File: src/rtl/seq_mult_ctrl_if.sv
// Handshake and data bundle between the top-level controller and the
// sequential multiplier core. The controller drives start/a/b; the core
// returns the product with a done pulse and a busy level.
// Optional macro MULT_BUSY_ERR_EN adds the err pulse to the bundle.
interface seq_mult_ctrl_if #(parameter int WIDTH = 4);
  logic                 start;
  logic [WIDTH-1:0]     a;
  logic [WIDTH-1:0]     b;
  logic [2*WIDTH-1:0]   product;
  logic                 done;
  logic                 busy;
`ifdef MULT_BUSY_ERR_EN
  logic                 err;

  modport master (output start, a, b, input product, done, busy, err);
  modport slave  (input start, a, b, output product, done, busy, err);
`else
  modport master (output start, a, b, input product, done, busy);
  modport slave  (input start, a, b, output product, done, busy);
`endif
endinterface

File: src/rtl/seq_mult_ctrl.sv
// Sequential shift-add multiplier core: captures a/b on an accepted start,
// then spends WIDTH cycles adding the (mux-selected) multiplicand into the
// accumulator and shifting {acc,q} right one bit per cycle. The final
// {acc,q} is the unsigned 2*WIDTH-bit product, published with a done pulse.
// Optional macro MULT_BUSY_ERR_EN: adds an err pulse when start arrives
// while an operation is already running.
module seq_mult_ctrl #(
  parameter int WIDTH = 4
) (
  input  logic            clk,
  input  logic            rst,
  seq_mult_ctrl_if.slave  bus
);

  localparam int CW = $clog2(WIDTH) + 1;

  typedef enum logic {
    IDLE = 1'b0,
    RUN  = 1'b1
  } state_t;

  state_t               state;
  logic [WIDTH-1:0]     m;
  logic [WIDTH-1:0]     q;
  logic [WIDTH:0]       acc;
  logic [CW-1:0]        cnt;
  logic [2*WIDTH-1:0]   product_r;
  logic                 done_r;
  logic                 busy_r;
`ifdef MULT_BUSY_ERR_EN
  logic                 err_r;
`endif

  logic [WIDTH-1:0]     addend;
  logic [WIDTH:0]       sum;
  logic [2*WIDTH:0]     shifted;

  // One iteration of the datapath: the q LSB selects the addend, the add
  // keeps its carry, and the carry/sum pair shifts into {acc,q}. acc's top
  // bit is always zero after a shift, so adding the full acc is the same as
  // adding its low WIDTH bits.
  always_comb begin
    addend  = q[0] ? m : '0;
    sum     = acc + {1'b0, addend};
    shifted = {sum, q} >> 1;
  end

  // Control FSM, iteration counter, operand registers and registered outputs.
  always_ff @(posedge clk or posedge rst) begin
    if (rst) begin
      state     <= IDLE;
      m         <= '0;
      q         <= '0;
      acc       <= '0;
      cnt       <= '0;
      product_r <= '0;
      done_r    <= 1'b0;
      busy_r    <= 1'b0;
`ifdef MULT_BUSY_ERR_EN
      err_r     <= 1'b0;
`endif
    end else begin
      done_r <= 1'b0;
`ifdef MULT_BUSY_ERR_EN
      err_r  <= 1'b0;
`endif
      case (state)
        IDLE: begin
          if (bus.start) begin
            m      <= bus.a;
            q      <= bus.b;
            acc    <= '0;
            cnt    <= '0;
            busy_r <= 1'b1;
            state  <= RUN;
          end
        end
        RUN: begin
          acc <= shifted[2*WIDTH:WIDTH];
          q   <= shifted[WIDTH-1:0];
          cnt <= cnt + CW'(1);
          if (cnt == CW'(WIDTH - 1)) begin
            product_r <= shifted[2*WIDTH-1:0];
            done_r    <= 1'b1;
            busy_r    <= 1'b0;
            state     <= IDLE;
          end
`ifdef MULT_BUSY_ERR_EN
          err_r <= bus.start;
`endif
        end
        default: state <= IDLE;
      endcase
    end
  end

  assign bus.product = product_r;
  assign bus.done    = done_r;
  assign bus.busy    = busy_r;
`ifdef MULT_BUSY_ERR_EN
  assign bus.err     = err_r;
`endif

endmodule

File: src/flat_wrapper.sv
// flat-port wrapper written by rule: the top's interface ports become plain ports
module seq_mult_ctrl_flat 
#(
  parameter int WIDTH = 4
)
  (clk, rst, bus_start, bus_a, bus_b, bus_product, bus_done, bus_busy);
  seq_mult_ctrl_if #(.WIDTH(WIDTH)) bus_i ();
  input  logic clk;
  input  logic rst;
  input wire logic [$bits(bus_i.start)-1:0] bus_start;
  input wire logic [$bits(bus_i.a)-1:0] bus_a;
  input wire logic [$bits(bus_i.b)-1:0] bus_b;
  output wire logic [$bits(bus_i.product)-1:0] bus_product;
  output wire logic [$bits(bus_i.done)-1:0] bus_done;
  output wire logic [$bits(bus_i.busy)-1:0] bus_busy;
  assign bus_i.start = bus_start;
  assign bus_i.a = bus_a;
  assign bus_i.b = bus_b;
  assign bus_product = bus_i.product;
  assign bus_done = bus_i.done;
  assign bus_busy = bus_i.busy;
  seq_mult_ctrl #(.WIDTH(WIDTH)) u_core (.clk(clk), .rst(rst), .bus(bus_i));
endmodule
File: config.mk
export PLATFORM = sky130hd
export DESIGN_NAME = seq_mult_ctrl_flat
export DESIGN_NICKNAME = d
export VERILOG_FILES = /design/src/rtl/seq_mult_ctrl_if.sv /design/src/rtl/seq_mult_ctrl.sv /design/src/flat_wrapper.sv
export SDC_FILE = /design/constraint.sdc
export NUM_CORES = 1
export LEC_CHECK = 0
export CORE_ASPECT_RATIO = 1.4
export CORE_MARGIN = 2
export CORE_UTILIZATION = 40
export DETAILED_ROUTE_END_ITERATION = 6
export RECOVER_POWER = 25
export SETUP_SLACK_MARGIN = 0.3
export SLEW_MARGIN = 20
export SYNTH_ARGS = -nofsm -noshare
export SYNTH_HDL_FRONTEND = slang
export SYNTH_SLANG_ARGS = --single-unit
File: constraint.sdc
create_clock -name clk -period 2.45 [get_ports clk]
set_clock_uncertainty 0.15 [all_clocks]
set_input_delay 0.3675 -clock clk [delete_from_list [all_inputs] [get_ports clk]]
set_output_delay 0.3675 -clock clk [all_outputs]
set_load 0.02 [all_outputs]
==> results of run 1 <==
metrics by stage:
step	area, um^2	setup WS (ns)	util, %	hold slack [ns]	instances
floorplan	1259	0.5665	-	0.2575	107
global placement	1498	0.5095	48.90	0.3102	164
detailed placement	1498	0.4548	48.90	0.3292	164
CTS	1539	0.4489	50.25	0.3190	167
global route	1535	0.1793	50.12	0.3693	167
finish	1535	0.4628	50.12	0.3421	167
worst max-delay path, delay by kind of cell, from the launching register on:
| family | cells | cell delay (ns) |
|---|---|---|
| adders and majority gates | 2 | 0.69 |
| DFF | 1 | 0.41 |
| and+or+nand+nor | 1 | 0.17 |
| muxes | 1 | 0.09 |
| AOI/OAI and AO/OA | 2 | 0.36 |
layout make-up:
class / count / area (um^2)
Multi-Input combinational cell: 73 / 564.3
Timing Repair Buffer: 23 / 219.0
Sequential cell: 26 / 650.6
Fill cell: 308 / 1528
Clock buffer: 3 / 41.29
Inverter: 3 / 11.26
Tap cell: 39 / 48.80
cell usage after synthesis, drive strengths merged (2+ instances only):
library cell / instances
ha: 6
mux2: 9
inv: 3
mux2i: 7
a21oi: 2
dfrtp: 26
o21ai: 7
nor2: 5
nand2b: 5
nand2: 12
buf: 4
and2: 4
nand3b: 2
where the power goes:
group / switching, mW / internal (mW) / total, mW
registers: 0.119 / 0.621 / 0.740
clock network: 0.122 / 0.110 / 0.232
logic: 0.404 / 0.420 / 0.823
total: 0.645 / 1.15 / 1.79
layer usage:
layer	GRT usage, %	routed length, um	vias to the layer above
met4	7.602	45	0
li1	-	-	415
met3	2.350	66	4
met5	0	0	-
met2	22.22	1137	15
met1	17.23	977	414
how the worst min path moves through the flow:
stage               depth (start not counted)                                 to
floorplan                                   1          u_core.acc[0]$_DFFE_PP0P_
global placement                            2  u_core.bus.product[5]$_DFFE_PP0P_
detailed placement                          2  u_core.bus.product[5]$_DFFE_PP0P_
CTS                                         3  u_core.bus.product[5]$_DFFE_PP0P_
global route                                1          u_core.cnt[0]$_DFFE_PP0P_
finish                                      2  u_core.bus.product[5]$_DFFE_PP0P_
cells by family (layout without fill, tap and decap cells):
family                   count (synthesis)  in the layout
AO/OA/AOI/OAI                           16             16
AND/OR/NAND/NOR                         33             33
buffers and inverters                    8             29
multiplexers                            16             16
XOR/XNOR                                 1              1
flip-flops                              26             26
adder cells (fa/ha/maj)                  7              7
registers in the layout, summed over array words and instances, names as in the netlist:
name and flops:
u_core.bus.product 8, u_core.m 4, u_core.acc 4, u_core.q 4, u_core.state 1, u_core.bus.busy 1, u_core.cnt 3, u_core.bus.done 1
==> impl_metrics.ini, run 1 <==
[outcome]
outcome = finished, final reports clean

[die]
effective_utilization_at_floorplan_pct = 41.09
floorplan.rows = 24
horizontal_die_dimension_um = 51.41
die_area_um2 = 3618
floorplan.die.height_um = 70.38
coreArea_um2 = 3063
ios = 21

[global_route]
grt.overflow.total = 0
grt.total_usage_pct = 13.82
grt_first_pass_wirelength_mm = 3.815
grt_start_max_net_pins = 27
antenna_violations_before_repair = 0
first_global_vias = 844

[critical_path]
r2r_start = u_core.q[0]$_DFFE_PP0P_
timing.reg2reg.setup_slack_ns = 0.46
crit_fanout = 5
critical_path.endpoint = u_core.acc[3]$_DFFE_PP0P_
critPathLaunchType = flop
crit_type = reg -> reg
worstPathRequired_ns = 2.45
timing.reg2reg.worst_path_depth = 6
endpoint_kind = flop
critical-path-slowest-cell = fa_1
critical_path.max_stage_delay_ns = 0.46
crit_start = u_core.q[0]$_DFFE_PP0P_
r2r_end = u_core.acc[3]$_DFFE_PP0P_
crit_path_cell_trace = and2_1 > ha_1 > fa_1 > a21o_1 > a21oi_1 > mux2i_1
worst_ep_arrival_time_ns = 1.99

[yosys]
synth.largest_area_cell = dfrtp_1
ys_dominant_reg_cell = dfrtp_1
yosys.area_share.adder_pct = 7.555
syn-num-nets = 125
compound_gate_fraction_of_synth_area_pct = 8.250
post_synth_num_cell_types = 32
syn-cell-area_um2 = 1259
synth.yosys.warnings = 0
ys_seq_area_share_pct = 51.69
synth_top_area_share_pct = 51.69
synth-async-reset-ratio_pct = 100.0
synth_area_leaders = dfrtp_1 (52%), mux2_2 (8.1%), ha_1 (6.0%)
ys_seq_elements = 26
synth_enable_flop_cells = 0
synth.avg_cell_area_um2 = 11.76
syn_inst = 107
synth_top_family_by_area = simple AND/OR/NAND/NOR gates
synthXorXnorAreaFrac_pct = 0.6958
synth_simple_gate_area_share_pct = 14.71
post_synth_mux_area_share_pct = 13.62

[sta]
layout_worst_path_cycle_share_pct = 81.11
finalHoldViolations = 0
worstMarginPinSlew_ns = 1.374
maxSlewViolCount = 0
rsz0062_at_grt = no
achievable-frequency_ghz = 0.5032
max_slew_margin_pct = 8.393
finalSetupViolations = 0
min_period_ns = 1.987
totalNegativeSetupSlack_ns = 0

[run]
maxCapViolations = 0

[routing]
routed-via-count = 848
wl_per_cell_um = 13.33
ant_nets = 0
detail_route.first_pass.iterations = 4
final_wirelength_mm = 2.226
detail_route.vias_per_cell = 5.078
first_iter_violations = 12
route.detailed.drc = 0

[cells_and_area]
finish.net_count = 148
most-common-layout-cells = dfrtp_1 (26), clkdlybuf4s50_1 (19), nand2_1 (11)
layout_commonest_cell = dfrtp_1
antennaDiodeCount = 0
post_route_cells_drive_above_1_share_pct = 13.28
layout-area-overhead-vs-synth_pct = 21.97

[worst_hold_path]
hold_path.startpoint = u_core.bus.product[5]$_DFFE_PP0P_
min-delay-path-class = reg -> reg

[clock_network]
post-cts-setup-buffers = 0
clockRootBuffer = clkbuf_8
cts_max_path_buffers = 2
cts.sinks = 26
cts-hold-fix-buffers = 0
insertion_delay_ns = 0.26
clock_tree.htree_level_count = 1
tritoncts_clock_tree = done
number_of_cts_inserted_buffers = 3
clk_pin_slew_worst_paths_ns = 0.09
cts_repair_resize_count = 0

[placement]
placement.io_buffers = 20
gp_weighted_congestion = 0.6736
detailed_place_hpwl_mm = 1.695

[power]
fin_total_pwr_mw = 1.794
leakage_nw = 0.7179
power_dens_cells_nw_per_um2 = 1169
peakVddDrop_uv = 526.3
Power figures use the tool's default switching activity.
==> run 2, diff against run 1 <==
--- a/config.mk
+++ b/config.mk
@@ -9,6 +9,7 @@
 export CORE_MARGIN = 2
 export CORE_UTILIZATION = 40
 export DETAILED_ROUTE_END_ITERATION = 6
+export PLACE_DENSITY = 0.65
 export RECOVER_POWER = 25
 export SETUP_SLACK_MARGIN = 0.3
 export SLEW_MARGIN = 20
==> constraint.sdc (replaced) <==
create_clock -name clk -period 1.7 [get_ports clk]
set_clock_uncertainty 0.15 [all_clocks]
set_input_delay 0.255 -clock clk [delete_from_list [all_inputs] [get_ports clk]]
set_output_delay 0.255 -clock clk [all_outputs]
set_load 0.02 [all_outputs]
==> run 2 against run 1 <==
Effect of this change:
- the run now ends with negative setup slack left
- flip-flop and latch count stayed put
- first-iteration DRC count increased by 58%
- via count rose by 9.8%
- critical path type unchanged
- largest cell class is now multi-input gates
==> impl_metrics.ini, run 2 (synthesis gave the netlist of run 1 again) <==
[sta]
min_period_ns = 1.850
worstMarginPinSlew_ns = 0.6360
setup_ws_ns = -0.1504
rsz0062_at_grt = yes
finalHoldViolations = 0
maxSlewViolCount = 0
finalSetupViolations = 7
worst_hold_slack_ns = 0.3340
achievable-frequency_ghz = 0.5404
max_slew_margin_pct = 57.60
layout_worst_path_cycle_share_pct = 108.8

[clock_network]
cts.sinks = 26
clk_pin_slew_worst_paths_ns = 0.09
clockRootBuffer = clkbuf_8
clock_tree.htree_level_count = 1
tritoncts_clock_tree = done
cts_max_path_buffers = 2
number_of_cts_inserted_buffers = 3
insertion_delay_ns = 0.27

[cells_and_area]
antennaDiodeCount = 0
layout_commonest_cell = dfrtp_1
post_route_cells_drive_above_1_share_pct = 34.97
largest_register_ffs = 8
most-common-layout-cells = dfrtp_1 (26), buf_4 (15), nand2_1 (10)
layout-area-overhead-vs-synth_pct = 42.84
instances_no_fill = 182
finish.net_count = 162
fillerInstances = 268

[routing]
first_iter_violations = 19
route.detailed.drc = 0
wl_per_cell_um = 15.40
detail_route.first_pass.iterations = 4
routed-via-count = 931
ant_nets = 0
final_wirelength_mm = 2.802
detail_route.vias_per_cell = 5.115

[die]
effective_utilization_at_floorplan_pct = 41.09
ios = 21
horizontal_die_dimension_um = 51.41
die_area_um2 = 3618
floorplan.die.height_um = 70.38
coreArea_um2 = 3063
floorplan.rows = 24

[critical_path]
worst_ep_arrival_time_ns = 1.85
crit_fanout = 3
critical-path-slowest-cell = dfrtp_1
critPathLaunchType = flop
timing.reg2reg.worst_path_depth = 6
crit_path_cell_trace = and2_4 > ha_4 > fa_2 > a21o_1 > a21oi_2 > mux2i_1
endpoint_kind = flop
crit_type = reg -> reg
critical_path.max_stage_delay_ns = 0.41
worstPathRequired_ns = 1.70

[global_route]
grt.total_usage_pct = 16.96
antenna_violations_before_repair = 0
first_global_vias = 978
grt_start_max_net_pins = 27
grt_first_pass_wirelength_mm = 4.643
grt.overflow.total = 0

[placement]
pre_cts_ws_ns = -0.1052
placement.io_buffers = 20
gp_weighted_congestion = 0.7215
place.detailed.instances = 169
detailed_place_hpwl_mm = 1.842

[worst_hold_path]
min-delay-path-class = reg -> reg
timing.hold.worst_path_depth = 2

[outcome]
outcome = finished with violations
violations_in_the_final_reports = negative setup slack

[power]
power_dens_cells_nw_per_um2 = 1814
leakage_nw = 0.8360
peakVddDrop_uv = 987.2

[run]
maxCapViolations = 0
==> run 2: cell count changes in the layout (fill, tap and decap cells not counted), moves of 5 or more <==
cell	previous run	this run
clkdlybuf4s15_1	0	7
buf_4	2	15
clkdlybuf4s50_1	19	9
ha_1	6	0
mux2_4	0	5
mux2_2	9	4
==> run 2: layout make-up <==
type | instances | area [um^2] | share of cell area, %
clock buffer | 3 | 41.29 | 2.296
clock inverter | 1 | 30.03 | 1.670
inverter | 3 | 18.77 | 1.044
multi-input combinational | 73 | 690.7 | 38.41
sequential | 26 | 650.6 | 36.19
tap | 39 | 48.80 | 2.714
timing repair buffer | 37 | 317.8 | 17.68
==> run 2: final timing paths <==
check	startpoint	to	slack (ns)
min in group asynchronous	rst	u_core.bus.product[4]$_DFFE_PP0P_	0.44
hold / removal	u_core.bus.product[5]$_DFFE_PP0P_	u_core.bus.product[5]$_DFFE_PP0P_	0.33
max in group asynchronous	rst	u_core.cnt[2]$_DFFE_PP0P_	0.55
setup reg to reg	u_core.q[0]$_DFFE_PP0P_	u_core.acc[3]$_DFFE_PP0P_	-0.15
hold reg to reg	u_core.bus.product[5]$_DFFE_PP0P_	u_core.bus.product[5]$_DFFE_PP0P_	0.33
setup / recovery	u_core.q[0]$_DFFE_PP0P_	u_core.acc[3]$_DFFE_PP0P_	-0.15
==> run 2: worst max-delay path: cells and delay by family, from the launching register on <==
kind	cells	cell delay, ns
compound gates	2	0.36
mux	1	0.11
flops	1	0.41
fa+ha+maj	2	0.55
simple gates	1	0.15
==> run 2: per-layer routing <==
metal	part of all wire, %	up-vias	track usage, %
li1	-	449	-
met5	0	-	0
met4	1.5	0	7.018
met3	1.9	6	1.496
met1	40	456	20.70
met2	57	20	29.77
==> run 2: through the flow <==
step                power [mW]   TNS, ns  area (um^2)  utilization [%]
floorplan                2.017  -0.02939         1311                -
global placement         2.424  -0.07963         1587            51.80
detailed placement       2.482   -0.3439         1587            51.80
CTS                      3.141   -0.4686         1762            57.52
global route             3.485    -1.122         1798            58.70
finish                   3.261   -0.6781         1798            58.70
==> run 2: what timing repair did <==
| item | in CTS | in global routing |
|---|---|---|
| pin swaps | 3 | 6 |
| setup buffers | 7 | 2 |
| resized for setup | 22 | 17 |
| setup endpoints to repair | 26 | 30 |
| hold endpoints to repair | 0 | 0 |
| hold buffers | 0 | 0 |
==> run 2: where the power goes <==
group | internal [mW] | switching [mW] | leakage, nW
logic | 0.888 | 0.764 | 0.477
clock network | 0.315 | 0.198 | 0.0357
registers | 0.894 | 0.201 | 0.323
total | 2.10 | 1.16 | 0.836
==> run 3, diff against run 2 <==
--- a/config.mk
+++ b/config.mk
@@ -5,11 +5,12 @@
 export SDC_FILE = /design/constraint.sdc
 export NUM_CORES = 1
 export LEC_CHECK = 0
+export ABC_CLOCK_PERIOD_IN_PS = 1700
 export CORE_ASPECT_RATIO = 1.4
 export CORE_MARGIN = 2
-export CORE_UTILIZATION = 40
+export CORE_UTILIZATION = 41
 export DETAILED_ROUTE_END_ITERATION = 6
-export PLACE_DENSITY = 0.65
+export PLACE_DENSITY = 0.67
 export RECOVER_POWER = 25
 export SETUP_SLACK_MARGIN = 0.3
 export SLEW_MARGIN = 20
==> run 3 against run 2 <==
Effect of this change:
- the run still ends with negative setup slack left
- combinational power down 5%
- worst hold slack worse by 0.0091 ns
- register-to-register slack better by 0.05 ns
- routed wire length down 4.3%
- total power down 2.7%
- non-clock buffer count down 3
- worst setup slack better by 0.049 ns
- via count down 0.97%
- largest power group unchanged
- highest routed layer unchanged
==> impl_metrics.ini, run 3 (synthesis gave the netlist of run 1 again) <==
[critical_path]
worstPathRequired_ns = 1.71
timing.reg2reg.worst_path_depth = 6
r2r_end = u_core.acc[3]$_DFFE_PP0P_
critPathLaunchType = flop
worst_ep_arrival_time_ns = 1.81
crit_fanout = 5
r2r_start = u_core.q[0]$_DFFE_PP0P_
crit_type = reg -> reg
endpoint_kind = flop
timing.reg2reg.setup_slack_ns = -0.10

[routing]
first_iter_violations = 17
detail_route.first_pass.iterations = 4
wl_per_cell_um = 15.15
final_wirelength_mm = 2.682
routed-via-count = 922
route.detailed.drc = 0
detail_route.vias_per_cell = 5.209
ant_nets = 0

[power]
peakVddDrop_uv = 984.7
fin_total_pwr_mw = 3.172
leakage_nw = 0.8200
power_dens_cells_nw_per_um2 = 1808

[sta]
worstMarginPinSlew_ns = 0.6431
layout_worst_path_cycle_share_pct = 106.0
rsz0062_at_grt = yes
finalSetupViolations = 6
finalHoldViolations = 0
max_slew_margin_pct = 57.12
setup_ws_ns = -0.1017
min_period_ns = 1.802
achievable-frequency_ghz = 0.5550
maxSlewViolCount = 0

[run]
maxCapViolations = 0

[global_route]
grt_start_max_net_pins = 27
grt.total_usage_pct = 17.07
antenna_violations_before_repair = 0
first_global_vias = 959
grt_first_pass_wirelength_mm = 4.574
grt.overflow.total = 0

[cells_and_area]
design_area_um2 = 1754
layout_commonest_cell = dfrtp_1
reg_area_um2 = 651.9
fillerInstances = 235
fin_util_pct = 60.35
layout-area-overhead-vs-synth_pct = 39.36
antennaDiodeCount = 0
multi_input_gate_area_in_the_final_layout_um2 = 675.6
post_route_cells_drive_above_1_share_pct = 33.57
finish.net_count = 159
largest_register_ffs = 8
most-common-layout-cells = dfrtp_1 (25), buf_4 (12), nand2_1 (11)

[placement]
placement.io_buffers = 20
gp_weighted_congestion = 0.7409
detailed_place_hpwl_mm = 1.800
dpl-instance-area_um2 = 1584

[die]
horizontal_die_dimension_um = 50.83
floorplan.rows = 23
coreArea_um2 = 2907
ios = 21
die_area_um2 = 3536
floorplan.die.height_um = 69.56
effective_utilization_at_floorplan_pct = 43.31

[clock_network]
tritoncts_clock_tree = done
insertion_delay_ns = 0.27
cts_max_path_buffers = 2
cts-hold-fix-buffers = 0
clock_tree.htree_level_count = 1
clk_pin_slew_worst_paths_ns = 0.09
cts.sinks = 26
clockRootBuffer = clkbuf_8
number_of_cts_inserted_buffers = 3

[outcome]
outcome = finished with violations
violations_in_the_final_reports = negative setup slack

[worst_hold_path]
min_delay_worst_endpoint = u_core.bus.product[5]$_DFFE_PP0P_
min-delay-path-class = reg -> reg
timing.hold.worst_path_depth = 2
hold_path.startpoint = u_core.bus.product[5]$_DFFE_PP0P_
==> run 3: cell type report <==
type | count | share of cell area (%)
tap | 37 | 2.639
clock buffer | 3 | 2.354
timing repair buffer | 34 | 16.55
clock inverter | 1 | 1.712
sequential | 26 | 37.16
multi-input combinational | 73 | 38.52
inverter | 3 | 1.070
==> run 3: how the worst max path moves through the flow <==
stage / to / slack, ns / start / depth (start not counted)
2_1_floorplan: u_core.bus.product[6]$_DFFE_PP0P_ / -0.01 / u_core.q[0]$_DFFE_PP0P_ / 5
6_report: u_core.acc[3]$_DFFE_PP0P_ / -0.10 / u_core.q[0]$_DFFE_PP0P_ / 6
5_1_grt: u_core.acc[3]$_DFFE_PP0P_ / -0.16 / u_core.q[0]$_DFFE_PP0P_ / 6
3_3_place_gp: u_core.bus.product[7]$_DFFE_PP0P_ / -0.04 / u_core.q[0]$_DFFE_PP0P_ / 6
3_5_place_dp: u_core.acc[3]$_DFFE_PP0P_ / -0.1 / u_core.q[0]$_DFFE_PP0P_ / 6
4_1_cts: u_core.acc[3]$_DFFE_PP0P_ / -0.08 / u_core.q[0]$_DFFE_PP0P_ / 6
==> run 3: stage by stage <==
step	hold slack, ns	setup TNS (ns)	setup slack (ns)	std cells
2_1_floorplan	0.1450	-0.02939	-0.01447	107
3_3_place_gp	0.3083	-0.06627	-0.03533	167
3_5_place_dp	0.3122	-0.2893	-0.09891	167
4_1_cts	0.1953	-0.2742	-0.07833	177
5_1_grt	0.3696	-0.7404	-0.1635	177
6_report	0.3248	-0.2903	-0.1017	177
==> run 3: routing by layer <==
| metal | global-route usage [%] | part of all wire [%] | up-vias |
|---|---|---|---|
| met1 | 20.76 | 40 | 467 |
| met3 | 1.940 | 2.1 | 2 |
| li1 | - | - | 441 |
| met5 | 0 | 0 | - |
| met4 | 5.405 | 0.63 | 0 |
| met2 | 30.70 | 57 | 12 |
==> run 3: power breakdown <==
| group | switching [mW] | total (mW) | internal, mW |
|---|---|---|---|
| clock network | 0.200 | 0.515 | 0.315 |
| registers | 0.205 | 1.10 | 0.896 |
| logic | 0.731 | 1.56 | 0.825 |
| total | 1.14 | 3.17 | 2.04 |
==> run 3: timing repair <==
item | CTS | global route
endpoints found under the setup margin | 26 | 22
pin swaps | 3 | 5
setup buffers | 6 | 0
gates resized for setup | 25 | 12
==> run 3: worst max-delay path: stages, from the launching register on <==
cell and delay, ns:
dfrtp_1 0.42, and2_4 0.16, ha_4 0.16, fa_2 0.34, a21o_1 0.21, a21oi_2 0.16, mux2i_1 0.10
